`src/rtl/i_cache_refill.sv`:
```
// i_cache_refill: miss-refill engine feeding the instruction cache fill port.
// Fetches a missing line as LINE_SIZE beats and strobes it into the cache.
`ifndef ADDR_WIDTH
`define ADDR_WIDTH 32
`endif

module i_cache_refill #(
    parameter int LINE_SIZE  = 2,
    parameter int ADDR_WIDTH = `ADDR_WIDTH
) (
    input  logic                      clk,
    input  logic                      reset,
    input  logic [1:0]                miss,
    input  logic [ADDR_WIDTH-1:0]     miss_addr [2],
    input  logic                      ext_stall,
    input  logic                      ext_flush,
    output logic                      mem_req_valid,
    input  logic                      mem_req_ready,
    output logic [ADDR_WIDTH-1:0]     mem_req_addr,
    input  logic                      mem_resp_valid,
    input  logic [31:0]               mem_resp_data,
    output logic [ADDR_WIDTH-1:0]     fetch_addr,
    output logic                      fetch_addr_valid,
    output logic [32*LINE_SIZE-1:0]   fetched_data,
    output logic                      refill_busy
);

    localparam int CW = $clog2(LINE_SIZE);
    localparam int DW = 32 * LINE_SIZE;
    localparam logic [ADDR_WIDTH-1:0] OFF = ADDR_WIDTH'(4 * LINE_SIZE - 1);
    localparam logic [CW-1:0] LAST = CW'(LINE_SIZE - 1);

    typedef enum logic [2:0] {
        IDLE,
        REQ,
        COLLECT,
        WRITE,
        DRAIN
    } state_t;

    state_t                state_q, state_d;
    logic [ADDR_WIDTH-1:0] line_q, line_d;
    logic [ADDR_WIDTH-1:0] pend_q, pend_d;
    logic                  pend_v_q, pend_v_d;
    logic [CW-1:0]         cnt_q, cnt_d;
    logic [DW-1:0]         line_buf_q;
    logic                  beat_we;
    logic                  fill;
    logic [ADDR_WIDTH-1:0] line0, line1;

    assign line0 = miss_addr[0] & ~OFF;
    assign line1 = miss_addr[1] & ~OFF;

    assign refill_busy      = (state_q != IDLE);
    assign mem_req_valid    = (state_q == REQ);
    assign mem_req_addr     = mem_req_valid ? line_q : '0;
    assign fetch_addr       = (state_q == WRITE) ? line_q : '0;
    assign fetched_data     = (state_q == WRITE) ? line_buf_q : '0;
    assign fetch_addr_valid = fill;

    // State, line address, pending slot and beat counter registers.
    always_ff @(posedge clk or posedge reset) begin
        if (reset) begin
            state_q  <= IDLE;
            line_q   <= '0;
            pend_q   <= '0;
            pend_v_q <= 1'b0;
            cnt_q    <= '0;
        end else begin
            state_q  <= state_d;
            line_q   <= line_d;
            pend_q   <= pend_d;
            pend_v_q <= pend_v_d;
            cnt_q    <= cnt_d;
        end
    end

    // Line assembly buffer: each accepted beat lands in word beat_cnt.
    always_ff @(posedge clk or posedge reset) begin
        if (reset) begin
            line_buf_q <= '0;
        end else if (beat_we) begin
            line_buf_q[32*cnt_q +: 32] <= mem_resp_data;
        end
    end

    // Next-state logic; flush wins over every other event.
    always_comb begin
        state_d  = state_q;
        line_d   = line_q;
        pend_d   = pend_q;
        pend_v_d = pend_v_q;
        cnt_d    = cnt_q;
        beat_we  = 1'b0;
        fill     = 1'b0;
        unique case (state_q)
            IDLE: begin
                if (!ext_flush && |miss) begin
                    state_d = REQ;
                    if (miss[0]) begin
                        line_d = line0;
                        if (miss[1] && line1 != line0) begin
                            pend_d   = line1;
                            pend_v_d = 1'b1;
                        end
                    end else begin
                        line_d = line1;
                    end
                end
            end
            REQ: begin
                if (mem_req_ready) begin
                    cnt_d   = '0;
                    state_d = ext_flush ? DRAIN : COLLECT;
                end else if (ext_flush) begin
                    state_d = IDLE;
                end
            end
            COLLECT: begin
                if (mem_resp_valid) begin
                    beat_we = 1'b1;
                    cnt_d   = cnt_q + 1'b1;
                end
                if (mem_resp_valid && cnt_q == LAST) begin
                    state_d = ext_flush ? IDLE : WRITE;
                end else if (ext_flush) begin
                    state_d = DRAIN;
                end
            end
            WRITE: begin
                if (ext_flush) begin
                    state_d = IDLE;
                end else if (!ext_stall) begin
                    fill = 1'b1;
                    if (pend_v_q) begin
                        line_d   = pend_q;
                        pend_d   = '0;
                        pend_v_d = 1'b0;
                        state_d  = REQ;
                    end else begin
                        state_d = IDLE;
                    end
                end
            end
            DRAIN: begin
                if (mem_resp_valid) begin
                    cnt_d = cnt_q + 1'b1;
                    if (cnt_q == LAST) begin
                        state_d = IDLE;
                    end
                end
            end
            default: state_d = IDLE;
        endcase
        if (ext_flush) begin
            pend_d   = '0;
            pend_v_d = 1'b0;
        end
    end

endmodule

```
`config.mk`:
```
export PLATFORM = sky130hd
export DESIGN_NAME = i_cache_refill
export DESIGN_NICKNAME = d
export VERILOG_FILES = /design/src/rtl/i_cache_refill.sv
export SDC_FILE = /design/constraint.sdc
export NUM_CORES = 1
export LEC_CHECK = 0
export BUFFER_PORTS_ARGS = -buffer_cell sky130_fd_sc_hd__clkbuf_2
export CORE_MARGIN = 2
export CORE_UTILIZATION = 54
export DETAILED_ROUTE_END_ITERATION = 10
export PLACE_DENSITY = 0.95
export SETUP_SLACK_MARGIN = 0.15
export SLEW_MARGIN = 20
export SYNTH_ARGS = -nofsm -noshare
export SYNTH_HDL_FRONTEND = slang
export SYNTH_SLANG_ARGS = --single-unit
```
`constraint.sdc`:
```
create_clock -name clk -period 9.3 [get_ports clk]
set_input_delay 1.86 -clock clk [delete_from_list [all_inputs] [get_ports clk]]
set_output_delay 1.86 -clock clk [all_outputs]
set_load 0.05 [all_outputs]
```
==> metrics.md, run 1 <==
| Metric | Value |
|---|---|
| TritonCTS Sinks | 127 |
| Sw Ratio | 37.5% |
| Max_cap viols | 0 |
| Reg2reg start | state_q[0] |
| FF+latch count, synth | between 100 and 150 |
| Share of cells above drive strength 1 | 39.3% |
| Worst VDD drop | 0.142 mV |
| Worst Path Arrival | between 2 and 3 ns |
| Final hold slack | 0.496 ns |
| Routed via count | about 6k |
| Critical Path RT | 7.44 ns |
| Gate power share | 32.0% |
| Global route total overflow | 0 |
| Status | finished clean |
| Post-CTS setup buffers | 0 |
| WS Path Type | reg -> out |
| Wire length on met2 | about 9000 um |
| Synth async-reset ratio | 100% |
| Number of global-route vias before repair | 5,560 |
| Top cells by count, synth | 127 x dfrtp_1, 123 x and3_1, 67 x o21ai_0, 66 x nand2_1, 64 x mux2_2 |
| Final slew viol count | 0 |
| CTS Buf Count | 17 |
| Port-buffer cells | 222 |
| Clk_skew | 0.00821 ns |
| Critical Path Source | state_q[0] |
| Gpl congestion | 0.906 |
| Mapped Cells | 645 |
| Fill count | 850 |
| Worst setup EP type | output port |
| Initial Utilization | a little under three fifths |
| Metal3 WL | 1050 um |
| Min-Delay Path Class | reg -> reg |
| Predominant post-synthesis flop cell | dfrtp_1 |
| Die Wd | 115 um |
| Fmax | 0.213 GHz |
| Multi-input gate area | 3200 sq um |
| Cell variety after synth | 31 |
| Hold_sp | line_buf_q[55] |
| Drt via density | 5.86 |
| Residual DRC | 0 |
| Leakage power of the design | 0.00483 uW |
| Num rows | 40 |
| Routed Wire Length | about 18,000 um |
| Clk Latency, worst-skew pair | roughly 0.4 ns |
| Synth-to-Final Area Change | 27.3% |
| H-tree levels | 4 |
| Hpwl dp | roughly 12,000 um |
| Area occupied by registers | approximately 3200 sq um |
| P_sw | 892 uW |
| ANT nets after route | 0 |
| Top-count cell post-synth | dfrtp_1 |
| Slew HR | 37.0% |
| PostCTS Resize Cnt | 0 |
| Global-route wire length before repair | 27,500 um |
| # IOs | about 240 |
| M1 WL | 7270 um |
| Largest net degree at the start of global routing | 81 |
| Top cells by area, synth | dfrtp_1 48%, and3_1 12%, mux2_2 11% |
| Worst-path fanout max | 80 |
| CTS tree | yes |
| Total GRT Usage | 26.8% |
| Clock transition at path regs | 0.05 ns |
| Final Cycle Share | about half |
| Power Internal | 1480 uW |
| Drt wl/cell | 18.1 um |
| Final setup fails | 0 |
| Die area | between 10,000 and 15,000 sq um |
| Final hold vios | 0 |
| 1st-iter DRT viols | 439 |
| Height of the die | 115 um |
| First-pass detailed-route iteration total | 5 |
| Clock share of power | 31.0% |
| PD cells | around 280 nW/um^2 |
| # nets final | 940 |
| Worst Tran Pin Value | between 0.9 and 1 ns |
| # hold bufs at CTS | 0 |
| Synth Area per Inst | around 10 sq um |
| Uppermost layer routed | met4 |
| CTS root buf | clkbuf_16 |
| Post-synthesis sequential area ratio | 48.0% |
| Diode count | 0 |
| EDFF count, synth | 0 |
| Worst Setup Start Kind | flop |
| RSZ-0062 raised after global routing | no |
| Setup TNS | 0 ns |
| Yosys warnings | 0 |
| Crit path time final | 4.70 ns |
| Initial antenna violation count | 0 |
| Flop pwr share | 37.0% |
| Clock Path Buffers | 2 |
| Core Area | 12,000 sq um |
| Synth Cell Area | around 6600 sq um |
| Top-area cell type share of the netlist area | 48.0% |
| Cell taking the most area after synthesis | dfrtp_1 |
==> cells in the final DEF (no fill, tap or decap), types with 3 or more instances in the layout <==
cell type and instances:
nand3_1 4, clkbuf_2 222, xor2_1 24, mux2_2 64, and2_1 3, xnor2_1 5
mux2i_1 29, nor2_1 3, and3_1 123, o21ai_0 67, dfrtp_1 126, buf_4 10
clkinvlp_4 4, clkbuf_16 17, nand2_1 66, a22o_1 29, bufinv_16 5, conb_1 6
a21oi_1 5, nor4_1 6
==> power groups by stage <==
stage | clock network [uW] | logic, uW | registers [uW]
floorplan | 0 | 610 | 814
finish | 736 | 760 | 880
global route | 765 | 818 | 906
CTS | 743 | 758 | 877
global placement | 0 | 725 | 868
detailed placement | 0 | 751 | 882
==> sequential cells by signal, indices dropped and copies added, names as in the netlist <==
signal,flops
cnt_q,1
line_buf_q,64
line_q,29
pend_q,29
pend_v_q,1
state_q,3
==> worst max-delay path, stage by stage, from the launching register on <==
cell and delay, ns:
dfrtp_2 0.79, buf_4 0.64, nand3b_1 0.15, buf_4 0.33
nor3_1 0.20, clkbuf_2 0.31
==> final timing paths <==
check / slack (ns) / cells after the start / endpoint
min in group asynchronous: 1.52 / 2 / line_buf_q[37]
min: 0.50 / 1 / line_buf_q[55]
max reg2reg: 6.10 / 8 / pend_q[12]
min reg2reg: 0.50 / 1 / line_buf_q[55]
max in group asynchronous: 6.34 / 3 / state_q[0]
max: 4.60 / 5 / fetch_addr_valid
==> through the flow <==
stage          power [uW]  utilization, %  instance area, sq um  std cells  setup slack [ns]
2_1_floorplan        1420               -                  6640        650              4.06
3_3_place_gp         1590            64.6                  7750        964              4.83
3_5_place_dp         1630            64.6                  7750        964              4.83
4_1_cts              2380            70.1                  8420        996              4.63
5_1_grt              2490            70.1                  8420        996              4.41
6_report             2380            70.1                  8420        996              4.60
==> cells by family after synthesis <==
kind of cell | count (synthesis) | synth area share [%]
DFF | 127 | 48.0
and+or+nand+nor | 218 | 17.9
buffers and inverters | 68 | 4.52
AOI/OAI and AO/OA | 109 | 10.3
xor gates and xnor gates | 29 | 3.84
muxes | 93 | 15.3
other | 1 | 0.0567
==> routing by layer <==
metal | GRT usage [%] | vias up
met5 | 0 | -
met3 | 5.13 | 52
met1 | 34.1 | 2837
li1 | - | 2675
met4 | 13.8 | 0
met2 | 43.9 | 269
==> cell type report <==
cell class              instances  area share, %
clock buffers                  20           5.42
clock inverters                12           2.45
inverters                       3          0.163
multi-input cells             455           38.0
flip-flops and latches        127           37.7
well taps                     147           2.18
repair buffers                232           14.1
(Power assumes the default switching activity.)
==> inputs of run 2 (changes only) <==
Settings changed: ABC_AREA set to 1, CORE_UTILIZATION 54 to 46, PLACE_DENSITY 0.95 to 0.87.
Clock period 9.3 ns to 3.9 ns, I/O delays scaled along.
==> run 2 against run 1 <==
Against the previous run:
- sequential share of layout area shrank 1.7 points
- non-clock buffer count grew 4
- via count grew 15%
- setup slack lost 3.8 ns
- synthesized cell count grew 50%
- highest routed layer unchanged
==> metrics.md, run 2 <==
| Metric | Value |
|---|---|
| CTS Buf Count | 17 |
| Die area | 16,100 sq um |
| Placed instance count | 1,333 |
| Worst Tran Pin Value | ~0.91 ns |
| TritonCTS Sinks | 127 |
| Leakage power of the design | ~0.0050 uW |
| Slowest CP cell | nand3_1 |
| Crit-path max cell delay | 0.51 ns |
| R2r setup slk | between 1 and 1.5 ns |
| Area occupied by registers | 3180 sq um |
| Core Area | around 15,000 sq um |
| Commonest non-fill, non-tap cell in the layout | nor2_1 |
| # IOs | 235 |
| Final setup fails | 0 |
| Largest net degree at the start of global routing | 81 |
| Num rows | 44 |
| Hold_sp | pend_q[25] |
| Max_cap viols | 0 |
| Initial antenna violation count | 0 |
| Hpwl dp | 13,300 um |
| Drt via density | 4.93 |
| RSZ-0062 raised after global routing | no |
| Post-CTS setup buffers | 0 |
| Crit-path cells | inv_2 -> nand3_1 -> buf_4 -> inv_1 -> clkbuf_2 |
| CTS root buf | clkbuf_16 |
| Reg2reg start | state_q[2] |
| Min-Delay Path Class | reg -> reg |
| Mapped Cells | 970 |
| Fmax | 0.323 GHz |
| Synth Area per Inst | 7.18 sq um |
| Total GRT Usage | 23.5% |
| Clk Latency, worst-skew pair | 0.42 ns |
| Worst Setup Start Kind | flop |
| ANT nets after route | 0 |
| CTS tree | yes |
| Worst VDD drop | 0.474 mV |
| First-pass detailed-route iteration total | 5 |
| Initial Utilization | 47.6% |
| Post-synthesis sequential area ratio | roughly 46% |
| Crit path time final | 3.10 ns |
| EDFF count, synth | 0 |
| # nets final | 1,272 |
| Share of cells above drive strength 1 | roughly 25% |
| Routed Wire Length | 18,800 um |
| Top cells by count, synth | 229 x nor2_1, 211 x nand2_1, 140 x inv_1, 127 x dfrtp_1, 36 x a21oi_1 |
| Top-count cell post-synth | nor2_1 |
| WS Path Type | reg -> out |
| Final Cycle Share | 79.5% |
| PostCTS Resize Cnt | 0 |
| Die Wd | 127 um |
| Port-buffer cells | 222 |
| Number of global-route vias before repair | 6,305 |
| Residual DRC | 0 |
| Cell variety after synth | 30 |
| Status | finished clean |
| Synth async-reset ratio | 100% |
| Worst setup EP type | output port |
| Fill count | 1,275 |
| Routed via count | about 6.7k |
| R2R cell count | 9 |
| FF+latch count, synth | 127 |
| Critical Path RT | 3.12 ns |
| Post-Layout Cell Count | 1,365 |
| Biggest regs | line_buf_q x64, line_q x29, pend_q x29 |
| Setup TNS | 0 ns |
| Drt wl/cell | 13.8 um |
| Top cells by area, synth | dfrtp_1 46%, nor2_1 12%, nand2_1 11% |
| Height of the die | 127 um |
| Most frequent cells in the layout | 228 x nor2_1, 222 x clkbuf_2, 211 x nand2_1 |
| Clk_skew | 0.00682 ns |
| Diode count | 0 |
| # hold bufs at CTS | 0 |
| Clock transition at path regs | 0.06 ns |
| Predominant post-synthesis flop cell | dfrtp_1 |
| Worst-path fanout max | 20 |
| Final slew viol count | 0 |
| Synth Cell Area | 6970 sq um |
| Cell count of the worst hold path | 2 |
| Top-area cell type share of the netlist area | between 40 and 50% |
| Reg2Reg Capture Point | pend_q[21] |
| PD cells | 894 nW/um^2 |
| Yosys warnings | 0 |
| 1st-iter DRT viols | 428 |
| Gpl congestion | 0.835 |
| Global-route wire length before repair | 30,100 um |
| Hold path endpoint | pend_q[25] |
| Largest Register | line_buf_q |
| Worst Path Arrival | 2.32 ns |
| Cell taking the most area after synthesis | dfrtp_1 |
| Global route total overflow | 0 |
| Multi-input gate area | 2960 sq um |
| Final hold vios | 0 |
| Slew HR | 39.5% |
| H-tree levels | 4 |
| Max FFs per register | 64 |
| Synth-to-Final Area Change | 26.5% |
| Clock Path Buffers | 2 |
[run 2: changes by cell type in the layout (fill, tap and decap cells not counted), moves of 19 or more]
cell      change
xor2_1       -19
mux2i_1      -29
nand3_1      +30
and3_1      -123
a21oi_1      +31
a31oi_1      +19
o211ai_1     +30
nor2_1      +225
inv_1       +137
a22o_1       -29
mux2_2       -64
nand2_1     +145
o21ai_0      -33
[run 2: metrics by stage]
| step | util [%] | setup WS [ns] | cell area (sq um) | hold WS (ns) | total power, uW |
|---|---|---|---|---|---|
| after CTS | 60.2 | 0.744 | 8810 | 0.473 | 7940 |
| after global routing | 60.2 | 0.632 | 8810 | 0.490 | 8390 |
| after global placement | 55.5 | 1.21 | 8130 | 0.454 | 5980 |
| after floorplan | - | 1.41 | 6990 | 0.442 | 5260 |
| final | 60.2 | 0.800 | 8810 | 0.471 | 7880 |
| after detailed placement | 55.5 | 1.20 | 8130 | 0.459 | 6100 |
[run 2: kinds of logic (layout without fill, tap and decap cells)]
logic type | count (synthesis) | count (layout) | synth area share [%]
xor+xnor | 21 | 21 | 2.64
compound gates | 131 | 131 | 12.0
other cells | 1 | 6 | 0.0538
buf+inv | 205 | 411 | 12.3
flops | 127 | 127 | 45.6
simple gates | 485 | 485 | 27.3
[run 2: report_power, final]
part           internal [uW]  switching, uW
Sequential              1970            273
Clock                   1220            589
Combinational            935           2890
[run 2: per-layer routing]
metal	global-route usage (%)	up-vias	routed length (um)
li1	-	3366	-
met1	28.6	3066	7860
met2	40.4	273	9100
met3	5.82	24	1510
met4	9.11	0	314
met5	0	-	0
[run 2: area by class of cell]
class | count | share of cell area, %
Timing Repair Buffer | 236 | 13.9
Clock buffer | 19 | 5.03
Clock inverter | 13 | 2.67
Sequential cell | 127 | 36.1
Inverter | 143 | 6.13
Tap cell | 184 | 2.61
Multi-Input combinational cell | 643 | 33.5
[run 2: critical path, delay by kind of cell, from the launching register on]
family	cells	cell delay, ns
simple gates	1	0.51
buf+inv	4	0.99
flops	1	0.41
[run 2: worst max path at each step]
stage | start | end | cells past startpoint
finish | state_q[2] | mem_req_valid | 5
CTS | state_q[2] | mem_req_valid | 5
detailed placement | state_q[2] | mem_req_valid | 5
floorplan | state_q[2] | mem_req_addr[21] | 5
global route | state_q[1] | mem_req_valid | 5
global placement | state_q[2] | mem_req_valid | 5
